[src/rtl/lc3_mmio_ctrl_if.sv]
// lc3_mmio_ctrl_if: datapath bus, keyboard, display and interrupt signals of the LC-3 MMIO block
interface lc3_mmio_ctrl_if;
  logic [15:0] io_addr;
  logic [15:0] io_wdata;
  logic        io_load;
  logic        io_rd;
  logic [15:0] io_rdata;
  logic        kbd_valid;
  logic [7:0]  kbd_data;
  logic        kbd_ready;
  logic        disp_valid;
  logic [7:0]  disp_data;
  logic        disp_ready;
  logic        IRQ;
  logic [2:0]  INTP;
  logic [7:0]  INTV;
  logic        mcr_run;
  modport master (
    output io_addr, io_wdata, io_load, io_rd, kbd_valid, kbd_data, disp_ready,
    input  io_rdata, kbd_ready, disp_valid, disp_data, IRQ, INTP, INTV, mcr_run
  );
  modport slave (
    input  io_addr, io_wdata, io_load, io_rd, kbd_valid, kbd_data, disp_ready,
    output io_rdata, kbd_ready, disp_valid, disp_data, IRQ, INTP, INTV, mcr_run
  );
endinterface

[src/rtl/lc3_mmio_ctrl.sv]
// lc3_mmio_ctrl: LC-3 keyboard/display/MCR registers with keystroke FIFO and interrupt generation
module lc3_mmio_ctrl #(
  parameter int         KBD_DEPTH  = 4,
  parameter int         DISP_DELAY = 8,
  parameter logic [2:0] KBD_PRIO   = 3'd4,
  parameter logic [7:0] KBD_VEC    = 8'h80,
  parameter logic [2:0] DISP_PRIO  = 3'd4,
  parameter logic [7:0] DISP_VEC   = 8'h81
) (
  input logic            clk,
  input logic            rst,
  lc3_mmio_ctrl_if.slave bus
);
  localparam int AW = $clog2(KBD_DEPTH);
  localparam int CW = $clog2(DISP_DELAY + 1);
  typedef enum logic [1:0] {IDLE, SEND, BUSY} state_t;
  state_t        state;
  logic [7:0]    mem [KBD_DEPTH];
  logic [AW-1:0] wptr, rptr;
  logic [AW:0]   cnt;
  logic [CW-1:0] dcnt;
  logic          kie, die, nonempty, idle, push, pop, kreq, dreq;
  assign nonempty      = cnt != '0;
  assign idle          = state == IDLE;
  assign bus.kbd_ready = cnt != (AW+1)'(KBD_DEPTH);
  assign push          = bus.kbd_valid && bus.kbd_ready;
  assign pop           = bus.io_rd && bus.io_addr == 16'hFE02 && nonempty;
  assign kreq          = nonempty && kie;
  assign dreq          = idle && die;
  assign bus.io_rdata  = bus.io_addr == 16'hFE00 ? {nonempty, kie, 14'b0} :
                         bus.io_addr == 16'hFE02 ? {8'b0, nonempty ? mem[rptr] : 8'b0} :
                         bus.io_addr == 16'hFE04 ? {idle, die, 14'b0} :
                         bus.io_addr == 16'hFFFE ? {bus.mcr_run, 15'b0} : 16'b0;
  // keystroke storage; occupancy is tracked separately so no reset is needed
  always_ff @(posedge clk) begin
    if (push) mem[wptr] <= bus.kbd_data;
  end
  // FIFO pointers, control register bits and the registered interrupt request
  always_ff @(posedge clk) begin
    if (rst) begin
      wptr        <= '0;
      rptr        <= '0;
      cnt         <= '0;
      kie         <= 1'b0;
      die         <= 1'b0;
      bus.mcr_run <= 1'b1;
      bus.IRQ     <= 1'b0;
      bus.INTP    <= 3'd0;
      bus.INTV    <= 8'd0;
    end else begin
      if (push) wptr <= wptr + 1'b1;
      if (pop) rptr <= rptr + 1'b1;
      cnt <= cnt + (AW+1)'(push) - (AW+1)'(pop);
      if (bus.io_load && bus.io_addr == 16'hFE00) kie <= bus.io_wdata[14];
      if (bus.io_load && bus.io_addr == 16'hFE04) die <= bus.io_wdata[14];
      if (bus.io_load && bus.io_addr == 16'hFFFE) bus.mcr_run <= bus.io_wdata[15];
      bus.IRQ  <= kreq || dreq;
      bus.INTP <= kreq ? KBD_PRIO : dreq ? DISP_PRIO : 3'd0;
      bus.INTV <= kreq ? KBD_VEC : dreq ? DISP_VEC : 8'd0;
    end
  end
  // display handshake: latch on DDR write, offer until accepted, then hold busy for DISP_DELAY cycles
  always_ff @(posedge clk) begin
    if (rst) begin
      state          <= IDLE;
      dcnt           <= '0;
      bus.disp_valid <= 1'b0;
      bus.disp_data  <= 8'd0;
    end else begin
      unique case (state)
        IDLE: if (bus.io_load && bus.io_addr == 16'hFE06) begin
          state          <= SEND;
          bus.disp_valid <= 1'b1;
          bus.disp_data  <= bus.io_wdata[7:0];
        end
        SEND: if (bus.disp_ready) begin
          state          <= BUSY;
          bus.disp_valid <= 1'b0;
          dcnt           <= CW'(DISP_DELAY);
        end
        BUSY: begin
          dcnt <= dcnt - 1'b1;
          if (dcnt == CW'(1)) state <= IDLE;
        end
        default: state <= IDLE;
      endcase
    end
  end
endmodule

[src/flat_wrapper.sv]
// flat-port wrapper written by rule: the top's interface ports become plain ports
module lc3_mmio_ctrl_flat 
#(
  parameter int         KBD_DEPTH  = 4,
  parameter int         DISP_DELAY = 8,
  parameter logic [2:0] KBD_PRIO   = 3'd4,
  parameter logic [7:0] KBD_VEC    = 8'h80,
  parameter logic [2:0] DISP_PRIO  = 3'd4,
  parameter logic [7:0] DISP_VEC   = 8'h81
)
  (clk, rst, bus_io_addr, bus_io_wdata, bus_io_load, bus_io_rd, bus_kbd_valid, bus_kbd_data, bus_disp_ready, bus_io_rdata, bus_kbd_ready, bus_disp_valid, bus_disp_data, bus_IRQ, bus_INTP, bus_INTV, bus_mcr_run);
  lc3_mmio_ctrl_if bus_i ();
  input logic clk;
  input logic rst;
  input wire logic [$bits(bus_i.io_addr)-1:0] bus_io_addr;
  input wire logic [$bits(bus_i.io_wdata)-1:0] bus_io_wdata;
  input wire logic [$bits(bus_i.io_load)-1:0] bus_io_load;
  input wire logic [$bits(bus_i.io_rd)-1:0] bus_io_rd;
  input wire logic [$bits(bus_i.kbd_valid)-1:0] bus_kbd_valid;
  input wire logic [$bits(bus_i.kbd_data)-1:0] bus_kbd_data;
  input wire logic [$bits(bus_i.disp_ready)-1:0] bus_disp_ready;
  output wire logic [$bits(bus_i.io_rdata)-1:0] bus_io_rdata;
  output wire logic [$bits(bus_i.kbd_ready)-1:0] bus_kbd_ready;
  output wire logic [$bits(bus_i.disp_valid)-1:0] bus_disp_valid;
  output wire logic [$bits(bus_i.disp_data)-1:0] bus_disp_data;
  output wire logic [$bits(bus_i.IRQ)-1:0] bus_IRQ;
  output wire logic [$bits(bus_i.INTP)-1:0] bus_INTP;
  output wire logic [$bits(bus_i.INTV)-1:0] bus_INTV;
  output wire logic [$bits(bus_i.mcr_run)-1:0] bus_mcr_run;
  assign bus_i.io_addr = bus_io_addr;
  assign bus_i.io_wdata = bus_io_wdata;
  assign bus_i.io_load = bus_io_load;
  assign bus_i.io_rd = bus_io_rd;
  assign bus_i.kbd_valid = bus_kbd_valid;
  assign bus_i.kbd_data = bus_kbd_data;
  assign bus_i.disp_ready = bus_disp_ready;
  assign bus_io_rdata = bus_i.io_rdata;
  assign bus_kbd_ready = bus_i.kbd_ready;
  assign bus_disp_valid = bus_i.disp_valid;
  assign bus_disp_data = bus_i.disp_data;
  assign bus_IRQ = bus_i.IRQ;
  assign bus_INTP = bus_i.INTP;
  assign bus_INTV = bus_i.INTV;
  assign bus_mcr_run = bus_i.mcr_run;
  lc3_mmio_ctrl #(.KBD_DEPTH(KBD_DEPTH), .DISP_DELAY(DISP_DELAY), .KBD_PRIO(KBD_PRIO), .KBD_VEC(KBD_VEC), .DISP_PRIO(DISP_PRIO), .DISP_VEC(DISP_VEC)) u_core (.clk(clk), .rst(rst), .bus(bus_i));
endmodule
[config.mk]
export PLATFORM = sky130hd
export DESIGN_NAME = lc3_mmio_ctrl_flat
export DESIGN_NICKNAME = d
export VERILOG_FILES = /design/src/rtl/lc3_mmio_ctrl_if.sv /design/src/rtl/lc3_mmio_ctrl.sv /design/src/flat_wrapper.sv
export SDC_FILE = /design/constraint.sdc
export NUM_CORES = 1
export LEC_CHECK = 0
export CORE_UTILIZATION = 48
export CTS_BUF_LIST = sky130_fd_sc_hd__clkbuf_8
export DETAILED_ROUTE_END_ITERATION = 6
export PLACE_DENSITY = 0.82
export SYNTH_ARGS = -nofsm -noshare
export SYNTH_HDL_FRONTEND = slang
export SYNTH_SLANG_ARGS = --single-unit
[constraint.sdc]
create_clock -name clk -period 3.2 [get_ports clk]
set_clock_uncertainty 0.15 [all_clocks]
set_input_delay 0.64 -clock clk [delete_from_list [all_inputs] [get_ports clk]]
set_output_delay 0.64 -clock clk [all_outputs]
set_load 0.005 [all_outputs]
==> Flow_metrics.wiki <==
{| class="wikitable"
! Metric !! Value
|-
| Chip Width || 78.3 um
|-
| Number of different library cells in the post-synthesis netlist || 46
|-
| Count of maximum capacitance violations || 0
|-
| Count of endpoints failing setup in the final report || 0
|-
| Share of the clock period used by the worst path || 0.991
|-
| Netlist area before placement || 0.00279 sq mm
|-
| Antenna violations before repair || 0
|-
| Number of global-route vias before repair || 1,941
|-
| Area Overhead vs Synth || 32.1%
|-
| Combined global-route utilization of all metal layers || 0.189
|-
| Area of the die || 0.00612 sq mm
|-
| TritonCTS clock tree || yes
|-
| Total congestion overflow after global routing || 0
|-
| H-tree depth || 3
|-
| Clock latency reported for the late side of the worst-skew pair || 0.33 ns
|-
| Drt first-iter violations || 144
|-
| Register share of total power || 0.528
|-
| Internal power of the cells || 1320 uW
|-
| Fillcell total || 423
|-
| Buffer cell driving the clock tree root || sky130_fd_sc_hd__clkbuf_8
|-
| Cell area power density || 466 mW/mm^2
|-
| Critical Path Source Type || input port
|-
| Worst max-slew margin expressed relative to the limit || 0.579
|-
| Final Slew Violations || 0
|-
| TritonCTS Sinks || 61
|-
| Tmin final || 3.17 ns
|-
| CORE AREA || 0.00554 sq mm
|-
| Count of inserted antenna diode cells || 0
|-
| Hold WC Path Type || flip-flop to flip-flop
|-
| Switching Share || 0.234
|-
| Routability Congestion || 0.775
|-
| Post-synthesis area per instance || 11.8 sq um
|-
| Worst EP arrival || 2.38 ns
|-
| Pin count of the biggest net entering global routing || 29
|-
| Category of the most critical setup path || input port to output pin
|-
| Final-stage net count || 366
|-
| Wire length reported by the detailed router || 5450 um
|-
| Worst Max-Slew Pin Slew || 0.629 ns
|-
| Sw Pwr || 403 uW
|-
| HPWL after detailed placement || 3970 um
|-
| Seq cells post-synth || 61
|-
| Post-synthesis async set-or-reset flop share || 0
|-
| Leak pwr || 0.00142 uW
|-
| Final routed DRC violation total || 0
|-
| Yosys warning count || 0
|-
| Share of the yosys chip area belonging to registers || 0.552
|-
| Wire length of the first global-routing pass || 8700 um
|-
| Total CTS buffers || 9
|-
| Die boundary height || 78.3 um
|-
| Sort of element at the end of the critical path || output pin
|-
| Worst hold slack across all endpoints || 0.321 ns
|-
| Endpoint required time on the critical path || 2.41 ns
|-
| Most used DFF post-synth || sky130_fd_sc_hd__edfxtp_1
|-
| Clock network power share || 0.335
|-
| Vias/cell || 5.22
|-
| Number of hold-repair buffers added at the cts stage || 0
|-
| Number of instances in the synthesized netlist || 236
|-
| Initial Utilization || 0.504
|-
| Count of antenna-violating nets left after detailed routing || 0
|-
| Overall power after layout || 1720 uW
|-
| Combinational cell fraction of total power || 0.138
|-
| Average wire per standard cell || 14.0 um
|-
| CTS max path bufs || 2
|-
| Number of buffers added on ports || 64
|-
| Number of rows created at floorplan || 27
|-
| Top-Level Pins || 85
|-
| Overall via count from detail_route || 2,027
|-
| Largest fanout on the critical path || 9
|-
| Top achievable clock speed || 0.315 GHz
|-
| Number of flops mapped to enable cells by yosys || 32
|-
| Count of TritonRoute iterations in the first routing pass || 5
|-
| Worst VDD drop || 0.304 mV
|-
| Number of failing hold endpoints at the final stage || 0
|-
| Run status || finished clean
|-
| Clock input transition at the sequential cells of the worst setup and hold paths || 0.06 ns
|-
| Proportion of layout cells with a drive suffix above 1 || 0.136
|}
==> cells in the final DEF (no fill, tap or decap), types with 8 or more instances in the layout <==
cell type,instances
sky130_fd_sc_hd__clkdlybuf4s50_1,57
sky130_fd_sc_hd__ha_1,8
sky130_fd_sc_hd__o21ai_0,12
sky130_fd_sc_hd__nand3_1,9
sky130_fd_sc_hd__conb_1,14
sky130_fd_sc_hd__clkbuf_8,11
sky130_fd_sc_hd__edfxtp_1,32
sky130_fd_sc_hd__mux4_2,8
sky130_fd_sc_hd__nor2_1,12
sky130_fd_sc_hd__a21oi_1,17
sky130_fd_sc_hd__inv_1,14
sky130_fd_sc_hd__nand2_1,9
sky130_fd_sc_hd__dfxtp_1,29
sky130_fd_sc_hd__buf_4,13
sky130_fd_sc_hd__and3_1,11
==> critical path, stage by stage <==
cell                              delay (ns)
sky130_fd_sc_hd__clkdlybuf4s50_1        0.45
sky130_fd_sc_hd__and4b_2                0.28
sky130_fd_sc_hd__and4_1                 0.21
sky130_fd_sc_hd__buf_6                  0.13
sky130_fd_sc_hd__and3_1                 0.16
sky130_fd_sc_hd__clkdlybuf4s50_1        0.50
==> cells by family (layout without fill, tap and decap cells) <==
group | count (synthesis) | after routing | synth area share
other | 1 | 14 | 0.00134
DFF | 61 | 61 | 0.552
adders and majority gates | 9 | 9 | 0.0430
xor gates and xnor gates | 5 | 5 | 0.0157
AOI/OAI and AO/OA | 38 | 38 | 0.0789
muxes | 11 | 11 | 0.0753
buffers and inverters | 37 | 104 | 0.0740
and+or+nand+nor | 74 | 74 | 0.160
==> Yosys cell counts, types with 8 or more instances <==
master | instances | area share
sky130_fd_sc_hd__and3_1 | 11 | 0.025
sky130_fd_sc_hd__nor2_1 | 12 | 0.016
sky130_fd_sc_hd__o21ai_0 | 12 | 0.022
sky130_fd_sc_hd__ha_1 | 8 | 0.036
sky130_fd_sc_hd__edfxtp_1 | 32 | 0.34
sky130_fd_sc_hd__mux4_2 | 8 | 0.065
sky130_fd_sc_hd__nand2_1 | 9 | 0.012
sky130_fd_sc_hd__buf_4 | 16 | 0.043
sky130_fd_sc_hd__dfxtp_1 | 29 | 0.21
sky130_fd_sc_hd__inv_1 | 10 | 0.013
sky130_fd_sc_hd__nand3_1 | 9 | 0.016
sky130_fd_sc_hd__a21oi_1 | 17 | 0.030
==> path summary, 6_finish.rpt <==
check	depth (start not counted)	slack (ns)	from	end
max	6	0.03	bus_io_addr[15]	bus_io_rdata[6]
min	2	0.32	u_core.bus.disp_data[0]	u_core.bus.disp_data[0]
max reg2reg	11	0.71	u_core.cnt[1]	u_core.cnt[2]
min reg2reg	2	0.32	u_core.bus.disp_data[0]	u_core.bus.disp_data[0]
==> metal layers <==
metal | global-route usage | vias up | part of all wire
met5 | 0 | - | 0
li1 | - | 988 | -
met4 | 0.0741 | 0 | 0.015
met1 | 0.218 | 966 | 0.43
met3 | 0.0581 | 11 | 0.050
met2 | 0.326 | 62 | 0.51
==> flip-flops by register name, indices dropped and copies added (netlist names), 2 cells and up, named ones only <==
signal and cells:
u_core.mem 32, u_core.bus.disp_data 8, u_core.dcnt 4, u_core.cnt 3, u_core.bus.INTV 2, u_core.rptr 2
u_core.state 2, u_core.wptr 2
==> per-stage QoR <==
step                std cells  worst slack (ns)  area, sq um    TNS, ns   util
global route              388         -0.000342         3690  -0.000342  0.666
global placement          370            -0.154         3490      -1.16  0.630
CTS                       387           0.00542         3680          0  0.664
finish                    388            0.0282         3690          0  0.666
detailed placement        370            -0.227         3490      -1.51  0.630
floorplan                 249             0.321         2840          0      -
==> power by group through the flow <==
stage	Sequential, uW	Combinational [uW]	Clock, uW
2_1_floorplan	917	137	0
3_3_place_gp	920	230	0
3_5_place_dp	924	237	0
4_1_cts	907	239	588
5_1_grt	914	265	629
6_report	907	237	575
==> what timing repair did <==
action,in CTS,in global routing
endpoints found under the setup margin,9,7
hold endpoints to repair,0,0
gates resized for setup,9,2
pin swaps,2,2
buffers inserted,1,1
==> final cells by class <==
cell class	instances	area [sq um]	area share
clock buffers	11	151	0.0410
flip-flops and latches	61	1540	0.418
multi-input cells	151	1100	0.299
repair buffers	78	744	0.202
clock inverters	5	20.0	0.00543
well taps	72	90.1	0.0244
inverters	10	37.5	0.0102
Power figures use the tool's default switching activity.
